**config.mk**
```make
export PLATFORM = sky130hd
export DESIGN_NAME = vga_tile_timing
export DESIGN_NICKNAME = d
export VERILOG_FILES = /design/src/rtl/vga_tile_timing_pkg.sv /design/src/rtl/wrap_counter.sv /design/src/rtl/vga_tile_timing.sv
export SDC_FILE = /design/constraint.sdc
export NUM_CORES = 1
export LEC_CHECK = 0
export ABC_AREA = 1
export CAP_MARGIN = 20
export CELL_PAD_IN_SITES_DETAIL_PLACEMENT = 0
export CELL_PAD_IN_SITES_GLOBAL_PLACEMENT = 1
export CORE_ASPECT_RATIO = 0.5
export CORE_MARGIN = 1
export CORE_UTILIZATION = 38
export DETAILED_ROUTE_END_ITERATION = 12
export PLACE_DENSITY = 0.81
export SKIP_CTS_REPAIR_TIMING = 1
export SYNTH_ARGS = -nofsm -noshare
export SYNTH_HDL_FRONTEND = slang
export SYNTH_SLANG_ARGS = --single-unit
```
**constraint.sdc**
```tcl
create_clock -name i_Clk -period 1.8 [get_ports i_Clk]
set_input_delay 0.27 -clock i_Clk [delete_from_list [all_inputs] [get_ports i_Clk]]
set_output_delay 0.27 -clock i_Clk [all_outputs]
set_load 0.1 [all_outputs]
```
**src/rtl/vga_tile_timing_pkg.sv**
```systemverilog
// Shared VGA 640x480@60 timing constants and the registered output bundle.
// The renderer and sprite modules import the same package so every stage
// agrees on the window edges.
package vga_tile_timing_pkg;

    localparam int VGA_H_SYNC_CYCLES = 92;
    localparam int VGA_H_BACK_PORCH  = 50;
    localparam int VGA_H_DISPLAY     = 640;
    localparam int VGA_H_FRONT_PORCH = 18;
    localparam int VGA_V_SYNC_CYCLES = 2;
    localparam int VGA_V_BACK_PORCH  = 33;
    localparam int VGA_V_DISPLAY     = 480;
    localparam int VGA_V_FRONT_PORCH = 10;
    localparam int VGA_TILE_SHIFT    = 5;

    // Derived line/frame lengths and visible-window edges for the default mode.
    localparam int VGA_H_LINE   = VGA_H_SYNC_CYCLES + VGA_H_BACK_PORCH + VGA_H_DISPLAY + VGA_H_FRONT_PORCH;
    localparam int VGA_V_FRAME  = VGA_V_SYNC_CYCLES + VGA_V_BACK_PORCH + VGA_V_DISPLAY + VGA_V_FRONT_PORCH;
    localparam int VGA_H_ACT_LO = VGA_H_SYNC_CYCLES + VGA_H_BACK_PORCH;
    localparam int VGA_V_ACT_LO = VGA_V_SYNC_CYCLES + VGA_V_BACK_PORCH;

    // Counter and coordinate width.
    localparam int CNT_W = 10;

    // Everything the block drives, registered together so all fields align.
    typedef struct packed {
        logic             hsync;
        logic             vsync;
        logic             active;
        logic [CNT_W-1:0] pixel_x;
        logic [CNT_W-1:0] pixel_y;
        logic [4:0]       cell_x;
        logic [3:0]       cell_y;
        logic             frame_start;
        logic             vblank_start;
    } vga_out_t;

endpackage

```
**src/rtl/wrap_counter.sv**
```systemverilog
// Up-counter that wraps from MAX back to 0. wrap is combinational and high on
// the enabled cycle that performs the wrap, so it can chain a slower counter.
module wrap_counter #(
    parameter int WIDTH = 10,
    parameter int MAX   = 799
) (
    input  logic             i_Clk,
    input  logic             i_reset_n,
    input  logic             en,
    output logic [WIDTH-1:0] count,
    output logic             wrap
);

    assign wrap = en && (count == WIDTH'(MAX));

    // Advance when enabled; return to 0 after MAX.
    always_ff @(posedge i_Clk) begin
        if (!i_reset_n) begin
            count <= '0;
        end else if (en) begin
            count <= wrap ? '0 : count + 1'b1;
        end
    end

endmodule

```
**src/rtl/vga_tile_timing.sv**
```systemverilog
// VGA timing generator feeding the tile renderer: sync pulses, active flag,
// pixel and 32 px tile coordinates, and per-frame strobes.
// No handshake: the block free-runs and downstream samples every clock.
// All outputs are registered from the current counter values, so they lag the
// counters by one clock and are mutually aligned.
module vga_tile_timing
    import vga_tile_timing_pkg::*;
#(
    parameter int H_SYNC_CYCLES = VGA_H_SYNC_CYCLES,
    parameter int H_BACK_PORCH  = VGA_H_BACK_PORCH,
    parameter int H_DISPLAY     = VGA_H_DISPLAY,
    parameter int H_FRONT_PORCH = VGA_H_FRONT_PORCH,
    parameter int V_SYNC_CYCLES = VGA_V_SYNC_CYCLES,
    parameter int V_BACK_PORCH  = VGA_V_BACK_PORCH,
    parameter int V_DISPLAY     = VGA_V_DISPLAY,
    parameter int V_FRONT_PORCH = VGA_V_FRONT_PORCH,
    parameter int TILE_SHIFT    = VGA_TILE_SHIFT
) (
    input  logic             i_Clk,
    input  logic             i_reset_n,
    output logic             o_VGA_HSync,
    output logic             o_VGA_VSync,
    output logic             o_active,
    output logic [CNT_W-1:0] o_pixel_x,
    output logic [CNT_W-1:0] o_pixel_y,
    output logic [4:0]       o_cell_x,
    output logic [3:0]       o_cell_y,
    output logic             o_frame_start,
    output logic             o_vblank_start
);

    localparam int H_LINE   = H_SYNC_CYCLES + H_BACK_PORCH + H_DISPLAY + H_FRONT_PORCH;
    localparam int V_FRAME  = V_SYNC_CYCLES + V_BACK_PORCH + V_DISPLAY + V_FRONT_PORCH;
    localparam int H_ACT_LO = H_SYNC_CYCLES + H_BACK_PORCH;
    localparam int H_ACT_HI = H_ACT_LO + H_DISPLAY;
    localparam int V_ACT_LO = V_SYNC_CYCLES + V_BACK_PORCH;
    localparam int V_ACT_HI = V_ACT_LO + V_DISPLAY;

    logic [CNT_W-1:0] h_cnt;
    logic [CNT_W-1:0] v_cnt;
    logic             h_wrap;
    logic             v_wrap;
    logic             at_origin;
    logic             h_in;
    logic             v_in;
    logic             in_win;
    logic [CNT_W-1:0] px;
    logic [CNT_W-1:0] py;
    vga_out_t         nxt;
    vga_out_t         out_q;

    wrap_counter #(
        .WIDTH (CNT_W),
        .MAX   (H_LINE - 1)
    ) u_h_cnt (
        .i_Clk     (i_Clk),
        .i_reset_n (i_reset_n),
        .en        (1'b1),
        .count     (h_cnt),
        .wrap      (h_wrap)
    );

    // Line counter steps on the h wrap, so both wrap together at frame end.
    wrap_counter #(
        .WIDTH (CNT_W),
        .MAX   (V_FRAME - 1)
    ) u_v_cnt (
        .i_Clk     (i_Clk),
        .i_reset_n (i_reset_n),
        .en        (h_wrap),
        .count     (v_cnt),
        .wrap      (v_wrap)
    );

    // High exactly when both counters sit at (0,0): after reset or after a frame wrap.
    always_ff @(posedge i_Clk) begin
        if (!i_reset_n) begin
            at_origin <= 1'b1;
        end else begin
            at_origin <= v_wrap;
        end
    end

    // Decode the current counter position into the next output bundle.
    always_comb begin
        h_in   = (h_cnt >= CNT_W'(H_ACT_LO)) && (h_cnt < CNT_W'(H_ACT_HI));
        v_in   = (v_cnt >= CNT_W'(V_ACT_LO)) && (v_cnt < CNT_W'(V_ACT_HI));
        in_win = h_in && v_in;
        px     = h_cnt - CNT_W'(H_ACT_LO);
        py     = v_cnt - CNT_W'(V_ACT_LO);

        nxt              = '0;
        nxt.hsync        = (h_cnt >= CNT_W'(H_SYNC_CYCLES));
        nxt.vsync        = (v_cnt >= CNT_W'(V_SYNC_CYCLES));
        nxt.active       = in_win;
        // Coordinates are forced to 0 outside the window so no stray cell index escapes.
        nxt.pixel_x      = in_win ? px : '0;
        nxt.pixel_y      = in_win ? py : '0;
        nxt.cell_x       = in_win ? 5'(px >> TILE_SHIFT) : '0;
        nxt.cell_y       = in_win ? 4'(py >> TILE_SHIFT) : '0;
        nxt.frame_start  = at_origin;
        nxt.vblank_start = (h_cnt == '0) && (v_cnt == CNT_W'(V_ACT_HI));
    end

    // Output register: one clock behind the counters, syncs idle high in reset.
    always_ff @(posedge i_Clk) begin
        if (!i_reset_n) begin
            out_q       <= '0;
            out_q.hsync <= 1'b1;
            out_q.vsync <= 1'b1;
        end else begin
            out_q <= nxt;
        end
    end

    assign o_VGA_HSync    = out_q.hsync;
    assign o_VGA_VSync    = out_q.vsync;
    assign o_active       = out_q.active;
    assign o_pixel_x      = out_q.pixel_x;
    assign o_pixel_y      = out_q.pixel_y;
    assign o_cell_x       = out_q.cell_x;
    assign o_cell_y       = out_q.cell_y;
    assign o_frame_start  = out_q.frame_start;
    assign o_vblank_start = out_q.vblank_start;

endmodule

```
==> Word-level counts from Yosys, hierarchy flattened <==
Cells that the tools add are included.
{ "totals": {"reg_bits": 55, "inputBits": 2, "out_inout_bits": 34} }
{ "classes": {"add_sub_neg": 4, "n_lt_le_gt_ge": 6, "n_eq_ne": 3, "muxes": 1, "bitwise": 1, "reduce_logical": 8} }
{ "op_table": {"columns": ["cell", "n"], "rows": [
  ["10-bit equality test (second input constant)", 3],
  ["10-bit by 1-bit adder with 10-bit output (second input constant)", 2],
  ["10-bit less-than comparator (second input constant)", 2],
  ["10-bit by 2-bit greater-or-equal comparator with 1-bit output (second input constant)", 1],
  ["10-bit by 6-bit greater-or-equal comparator with 1-bit output (second input constant)", 1],
  ["10-bit by 7-bit greater-or-equal comparator with 1-bit output (second input constant)", 1],
  ["10-bit by 8-bit greater-or-equal comparator with 1-bit output (second input constant)", 1],
  ["10-bit zero test", 1],
  ["10-bit two-way mux", 1],
  ["10-bit by 6-bit subtractor with 10-bit output (second input constant)", 1],
  ["10-bit by 8-bit subtractor with 10-bit output (second input constant)", 1],
  ["1-bit logical AND", 5],
  ["2-bit AND reduction", 1],
  ["2-bit OR reduction", 1],
  ["1-bit NOT", 1]
]} }

==> Logic depth before layout (Yosys ltp) <==
Gate-level depths: netlist of the first run.
{ "logic_depth": {"depth_word": 4, "ltp_mapped": 11, "ltp_nobuf": 9} }

==> By module <==
From an unflattened synthesis of the first run, not the netlist that was laid out.
{ "hier_totals": {"hier_cells": 331, "area_unflattened_um2": 2463.6} }
{ "by_module_without_submodules": {"columns": ["module", "n_inst", "cells_per_inst", "area_each_um2", "seq_area_each_um2"], "rows": [
  ["vga_tile_timing", 1, 183, 1391.3, 520.5],
  ["wrap_counter (u_v_cnt)", 1, 76, 540.5, 200.2],
  ["wrap_counter (u_h_cnt)", 1, 72, 531.8, 200.2]
]} }

==> Worst setup path before layout of the first run <==
Ideal clock, no wire load.
{ "synth_path": {"path_type": "flip-flop to output port", "from": "register out_q, in the netlist o_pixel_x[5]", "to": "output port o_pixel_x[5]", "arrival_ns": 1.356, "required_ns": 1.530, "slack_ns": 0.174, "stages_incl_launch_ff": 2, "cell_sequence": "dfxtp_1 -> buf_4"} }
{ "synth_lines": {"columns": ["element", "line", "source"], "rows": [
  ["from (decl)", "vga_tile_timing.sv:50", "vga_out_t out_q;"],
  ["from (signal assigned)", "vga_tile_timing.sv:112", "out_q <= nxt;"],
  ["to (decl)", "vga_tile_timing.sv:24", "output logic [CNT_W-1:0] o_pixel_x,"]
]} }
No word-level cell between the ends.

==> Worst setup path after layout of the first run <==
{ "layout_path": {"from": "register u_h_cnt.count[1]", "to": "register u_v_cnt.count[5]"} }
{ "layout_via": {"elab_chain_cells": 3} }
{ "layout_rtl": {"columns": ["element", "line", "source"], "rows": [
  ["from (decl)", "wrap_counter.sv:10", "output logic [WIDTH-1:0] count,"],
  ["from (signal assigned)", "wrap_counter.sv:21", "count <= wrap ? '0 : count + 1'b1;"],
  ["10-bit equality test (*)", "wrap_counter.sv:14", "assign wrap = en && (count == WIDTH'(MAX));"],
  ["1-bit logical AND", "wrap_counter.sv:14", null],
  ["10-bit two-way mux", "wrap_counter.sv:21", null],
  ["to (signal assigned)", "wrap_counter.sv:21", null],
  ["to (decl)", "wrap_counter.sv:10", null]
]} }
Mark *: on every way between the ends. The rest lies on a longest branch, timed or not.
A chain may end at the register's enable or synchronous reset.

==> results.py, run 1 <==
metrics = {
    "critical_path": {
        "reg2reg_from": "u_h_cnt.count[1]",
        "worstSetupEndpointType": "flip-flop",
        "worstSetupPathType": "flip-flop to flip-flop",
        "worstPathRequired_ns": 2.00,
        "regToRegEndpoint": "u_v_cnt.count[5]",
        "critical_path_arrival_ns": 1.88,
        "startpoint_type": "flip-flop",
        "rrSetupSlack_ns": 0.12,
        "critPathBufInv": 0,
        "r2r.worst_path.cells": 5,
        "path_cells": "ha_1 -> nand3_2 -> nor3_1 -> nand3_1 -> a21oi_1",
        "timing.critical_path.fanout_max": 6,
        "cp_slowest_cell": "nor3_1",
        "cpLargestDelayFamily": "simple AND/OR/NAND/NOR gates",
        "worst_path_largest_cell_delay_ns": 0.47,
    },
    "drt": {
        "drtAntennaViolNets": 0,
        "viasPerCell": 4.75,
        "wl_per_cell_um": 12.0,
        "drc_errors": 0,
        "vias": 2048,
        "wl_um": 5180,
        "drt-initial-drc-count": 122,
        "dr.pass1.iters": 6,
    },
    "synth": {
        "syn_inst": 328,
        "netlist_area_sq_mm": 0.00233,
        "yosys_warnings": 0,
        "ys.flop_type": "dfxtp_1",
        "synth_edf_count": 0,
        "ys_types": 23,
        "syn_nets": 337,
        "ys_ff_latch": 46,
        "syn_avg_cell_area_sq_um": 7.11,
        "ys_async_sr_fraction_pct": 0,
        "yosysSeqAreaShare_pct": 39.5,
    },
    "power": {
        "ir_drop_v": 0.000333,
        "p_total_mw": 1.98,
        "powerDensity_mw_per_mm2": 722,
        "power_leakage_nw": 1.39,
    },
    "die": {
        "die_w_um": 113,
        "fp-row-count": 19,
        "core_area_sq_mm": 0.00571,
        "die_h_um": 57.4,
        "dieArea_sq_mm": 0.00648,
        "initial_core_util_pct": 40.9,
        "ioPinCount": 36,
    },
    "sta": {
        "finalCritPeriodShare_pct": 93.1,
        "finalClockSkew_ns": 0.00313,
        "final.setup.tns_ns": 0,
        "rsz0062_at_grt": "false",
        "max_freq_mhz": 597,
        "drv_slew": 0,
        "worstMarginPinSlew_ns": 0.499,
        "hold_violations": 0,
        "relSlewSlack_pct": 66.5,
        "setup_violations": 0,
        "period_minus_slack_ns": 1.68,
    },
    "layout": {
        "stdcell_area_sq_mm": 0.00275,
        "area_growth_pct": 17.8,
        "nets": 367,
        "drive_above_1_share_pct": 21.2,
        "post-route-util_pct": 48.2,
        "final_common_cell": "nand2_1",
        "num_antenna_cells": 0,
        "instances_no_fill": 431,
        "layout_common_cells": "nand2_1, dfxtp_1, inv_1",
    },
    "clock_tree": {
        "clk_pin_slew_ns": 0.06,
        "clock_latency_ns": 0.28,
        "numClockSinks": 46,
        "numCtsBuffers": 5,
        "htreeDepth": 2,
        "cts_tree": "built",
        "cts_root_buf": "clkbuf_16",
        "clockBufferDepth": 2,
    },
    "placement": {
        "port_buffers": 35,
        "finalWeightedCongestion": 0.871,
        "post-place-cells": 424,
        "place_area_sq_mm": 0.00261,
        "dp_hpwl_um": 3910,
    },
    "hold_path": {
        "hold_path_startpoint": "at_origin",
        "min_to": "o_frame_start",
        "min_path_type": "flip-flop to flip-flop",
        "hold_path_depth": 2,
    },
    "grt": {
        "antenna_found_initial": 0,
        "grt_max_degree": 22,
        "grt_overflow": 0,
        "grt.total_usage_pct": 17.3,
        "grt_pass1_vias": 1807,
        "grt_first_pass_wirelength_um": 8610,
    },
    "run": {
        "cap_violations": 0,
    },
    "status": {
        "outcome": "complete, no violations",
    },
}
-- synthesized netlist by cell type, types with 3 or more instances --
| cell | n | area share [%] |
|---|---|---|
| nor3_1 | 6 | 1.3 |
| nand4_1 | 3 | 0.80 |
| xor2_1 | 10 | 3.8 |
| buf_6 | 3 | 1.4 |
| o21ai_0 | 10 | 2.1 |
| nor2_2 | 22 | 5.9 |
| dfxtp_1 | 46 | 39 |
| buf_4 | 9 | 2.9 |
| buf_2 | 4 | 0.86 |
| nor2_1 | 44 | 7.1 |
| nand3_1 | 21 | 4.5 |
| inv_1 | 45 | 7.2 |
| nand2_1 | 72 | 12 |
| ha_1 | 7 | 3.8 |
| nand3_2 | 3 | 1.3 |
| a21oi_1 | 11 | 2.4 |
-- area by class of cell --
type	count	area (sq um)
fill	562	2960
multi-input combinational	219	1120
sequential	46	921
timing repair buffer	39	308
inverter	47	176
clock buffer	5	125
tap	73	91.3
clock inverter	2	10.0
-- metrics by stage --
step / hold slack [ns] / setup WS, ns
after CTS: 0.422 / 0.164
after floorplan: 0.363 / 0.174
after global placement: 0.406 / 0.170
final: 0.421 / 0.124
after global routing: 0.434 / 0.0390
after detailed placement: 0.408 / 0.120
-- worst register-to-register path: stages (launching register included) --
cell     delay [ns]
dfxtp_1        0.42
ha_1           0.24
nand3_2        0.15
nor3_1         0.47
nand3_1        0.14
a21oi_1        0.17
-- layer usage --
metal  global-route usage, %  vias up  part of all wire (%)
met2                    28.3       56                    45
met3                    3.83        5                   4.8
met1                    23.1      931                    50
met4                    5.14        0                  0.95
met5                       0        -                     0
li1                        -     1056                     -
-- flip-flops by register name (all words and copies together), names as in the netlist --
signal          count
o_pixel_x          10
o_pixel_y          10
u_h_cnt.count      10
u_v_cnt.count      10
at_origin           1
o_VGA_HSync         1
o_VGA_VSync         1
o_active            1
o_frame_start       1
o_vblank_start      1
-- report_power, final --
group / internal [mW] / total [mW] / switching (mW)
clock: 0.501 / 0.866 / 0.365
combinational: 0.0220 / 0.0814 / 0.0594
sequential: 1.03 / 1.04 / 0.00853
-- cell families after synthesis --
kind of cell | share of synthesized area (%)
buffers and inverters | 12.8
adders and majority gates | 3.75
DFF | 39.5
AOI/OAI and AO/OA | 4.93
and+or+nand+nor | 34.6
xor gates and xnor gates | 4.50
-- how the worst max path moves through the flow --
stage	start	to	slack, ns	cells after the start
6_report	u_h_cnt.count[1]	u_v_cnt.count[5]	0.12	5
2_1_floorplan	o_pixel_x[5]	o_pixel_x[5]	0.17	1
4_1_cts	u_h_cnt.count[1]	u_v_cnt.count[5]	0.16	5
3_5_place_dp	i_reset_n	o_vblank_start	0.12	5
3_3_place_gp	u_v_cnt.count[0]	o_pixel_y[9]	0.17	8
5_1_grt	u_h_cnt.count[1]	u_v_cnt.count[3]	0.04	9
Power figures use the tool's default switching activity.
==> run 2: changes to the inputs <==
--- a/config.mk
+++ b/config.mk
@@ -11,10 +11,11 @@
 export CELL_PAD_IN_SITES_GLOBAL_PLACEMENT = 1
 export CORE_ASPECT_RATIO = 0.5
 export CORE_MARGIN = 1
-export CORE_UTILIZATION = 38
+export CORE_UTILIZATION = 39
 export DETAILED_ROUTE_END_ITERATION = 12
-export PLACE_DENSITY = 0.81
+export PLACE_DENSITY = 0.82
 export SKIP_CTS_REPAIR_TIMING = 1
 export SYNTH_ARGS = -nofsm -noshare
 export SYNTH_HDL_FRONTEND = slang
+export SYNTH_HIERARCHICAL = 1
 export SYNTH_SLANG_ARGS = --single-unit
==> results.py, run 2 <==
metrics = {
    "layout": {
        "num-fill-cells": 605,
        "layout_common_cells": "nand2_1, inv_1, buf_4",
        "nets": 388,
        "drive_above_1_share_pct": 29.3,
        "final_common_cell": "nand2_1",
        "stdcell_area_sq_mm": 0.00304,
        "regArea_sq_um": 923,
        "area_growth_pct": 23.4,
        "multi_input_area_sq_mm": 0.00126,
        "num_antenna_cells": 0,
    },
    "synth": {
        "ys_types": 31,
        "yosys_warnings": 6,
        "syn_inst": 331,
        "yosysTopAreaCell": "dfxtp_1",
        "synth_compound_area_share_pct": 4.98,
        "synth_edf_count": 0,
        "synth_adder_area_share_pct": 3.56,
        "syn_nets": 340,
        "ys_async_sr_fraction_pct": 0,
        "synth_commonest_cells": "nand2_1, inv_1, dfxtp_1",
        "ys.flop_type": "dfxtp_1",
        "synth_top_family_by_area": "simple AND/OR/NAND/NOR gates",
        "synth_area_leaders": "dfxtp_1, nand2_1, inv_1, nor2_1, nor2_2",
        "yosysMostFrequentCell": "nand2_1",
        "ys_ff_latch": 46,
        "syn_avg_cell_area_sq_um": 7.44,
        "synthMuxAreaShare_pct": 0,
        "netlist_area_sq_mm": 0.00246,
        "synthXorXnorAreaFrac_pct": 6.04,
        "synth.top_cell.area_share_pct": 37.4,
        "yosysSeqAreaShare_pct": 37.4,
        "synth-simple-area-share_pct": 35.7,
    },
    "placement": {
        "place_area_sq_mm": 0.00286,
        "port_buffers": 35,
        "dp_hpwl_um": 3770,
        "finalWeightedCongestion": 0.806,
    },
    "clock_tree": {
        "cts_root_buf": "clkbuf_16",
        "clock_latency_ns": 0.28,
        "clk_pin_slew_ns": 0.06,
        "numCtsBuffers": 5,
        "clockBufferDepth": 2,
        "cts_tree": "built",
        "htreeDepth": 2,
        "numClockSinks": 46,
    },
    "drt": {
        "wl_met2_um": 2350,
        "dr.pass1.iters": 4,
        "viasPerCell": 4.40,
        "vias": 2054,
        "dr.max_layer_used": "met4",
        "routedLengthMet1_um": 2440,
        "drtAntennaViolNets": 0,
        "drc_errors": 0,
        "drt-initial-drc-count": 62,
        "wl_um": 5040,
        "wl_per_cell_um": 10.8,
        "wl_met3_um": 219,
    },
    "sta": {
        "setup_violations": 0,
        "hold_violations": 0,
        "period_minus_slack_ns": 1.70,
        "drv_slew": 0,
        "finalClockSkew_ns": 0.00536,
        "max_freq_mhz": 588,
        "finalCritPeriodShare_pct": 94.4,
        "final.setup.tns_ns": 0,
    },
    "grt": {
        "antenna_found_initial": 0,
        "grt.total_usage_pct": 16.6,
        "grt_overflow": 0,
        "grt_first_pass_wirelength_um": 8590,
        "grt_max_degree": 19,
        "grt_pass1_vias": 1866,
    },
    "status": {
        "outcome": "complete, no violations",
    },
    "die": {
        "fp-row-count": 20,
        "initial_core_util_pct": 40.5,
        "ioPinCount": 36,
        "core_area_sq_mm": 0.00608,
        "die_w_um": 114,
        "die_h_um": 58.2,
        "dieArea_sq_mm": 0.00666,
    },
    "critical_path": {
        "path_cells": "ha_2 -> nand2_2 -> nor2_4 -> inv_2 -> nor2_4 -> nand2_1 -> inv_1 -> nand3_2 -> nor2_2 -> nor2_1 -> nand2_1 -> nor2_1",
        "worst_path_largest_cell_delay_ns": 0.37,
        "worstPathRequired_ns": 1.97,
        "cp_slowest_cell": "dfxtp_2",
        "worstSetupPathType": "flip-flop to flip-flop",
        "timing.critical_path.fanout_max": 4,
        "critical_path_arrival_ns": 1.87,
        "worstSetupEndpointType": "flip-flop",
        "startpoint_type": "flip-flop",
    },
    "power": {
        "powerDensity_mw_per_mm2": 651,
        "power_leakage_nw": 1.54,
        "ir_drop_v": 0.000346,
        "p_total_mw": 1.98,
    },
    "run": {
        "cap_violations": 0,
    },
    "hold_path": {
        "min_path_type": "flip-flop to flip-flop",
    },
}
==> run 2: cell count changes after synthesis, sizes merged, moves of 2 or more <==
cell / delta
xnor2: +3
nand3: +3
inv: +7
nor3: -3
a21oi: -7
nand2: -5
or2: +3
buf: -4
xor2: +2
==> run 2: per-stage QoR <==
step                      setup slack, ns  hold WS, ns  utilization (%)  std cells
final                               0.101        0.410             50.0        467
after global routing              -0.0326        0.448             50.0        467
after CTS                         0.00221        0.414             49.3        464
after detailed placement           0.0552        0.399             47.1        457
after global placement             0.0785        0.400             47.1        457
after floorplan                     0.148        0.363                -        331
==> run 2: power breakdown <==
group | switching [mW] | internal, mW
combinational | 0.0622 | 0.0254
sequential | 0.00624 | 1.03
clock | 0.351 | 0.508
==> run 2: critical path, delay by kind of cell, from the launching register on <==
kind,cells,cell delay [ns]
AND/OR/NAND/NOR,9,0.89
flip-flops,1,0.37
adder cells (fa/ha/maj),1,0.20
buffers and inverters,2,0.13
==> run 2: final cells by class <==
| class | instances | area share [%] |
|---|---|---|
| clock buffer | 7 | 4.36 |
| inverter | 53 | 6.54 |
| multi-input combinational | 220 | 41.5 |
| sequential | 46 | 30.4 |
| tap | 88 | 3.62 |
| timing repair buffer | 53 | 13.6 |
==> run 2: path summary, 6_finish.rpt <==
path,startpoint,endpoint,slack [ns],cells past startpoint
worst max-delay path,u_h_cnt/count[1],u_v_cnt/count[5],0.10,12
worst min register to register,at_origin,o_frame_start,0.41,2
worst min-delay path,at_origin,o_frame_start,0.41,2
worst max register to register,u_h_cnt/count[1],u_v_cnt/count[5],0.10,12
==> run 2: metal layers <==
| metal | GRT usage (%) | vias to the layer above |
|---|---|---|
| met4 | 3.34 | 0 |
| met5 | 0 | - |
| met2 | 27.9 | 40 |
| li1 | - | 1095 |
| met3 | 4.08 | 5 |
| met1 | 21.9 | 914 |
==> run 2: kinds of logic after synthesis <==
kind of cell / after synthesis
adders and majority gates: 7
AOI/OAI and AO/OA: 20
xor gates and xnor gates: 17
buffers and inverters: 65
other: 1
DFF: 46
and+or+nand+nor: 175
==> run 3: changes to the inputs <==
--- a/config.mk
+++ b/config.mk
@@ -12,6 +12,7 @@
 export CORE_ASPECT_RATIO = 0.5
 export CORE_MARGIN = 1
 export CORE_UTILIZATION = 39
+export CTS_CLUSTER_DIAMETER = 100
 export DETAILED_ROUTE_END_ITERATION = 12
 export PLACE_DENSITY = 0.82
 export SKIP_CTS_REPAIR_TIMING = 1
==> results of run 3 <==
Same layout as run 2: the final DEF is identical, and so are final timing and power.
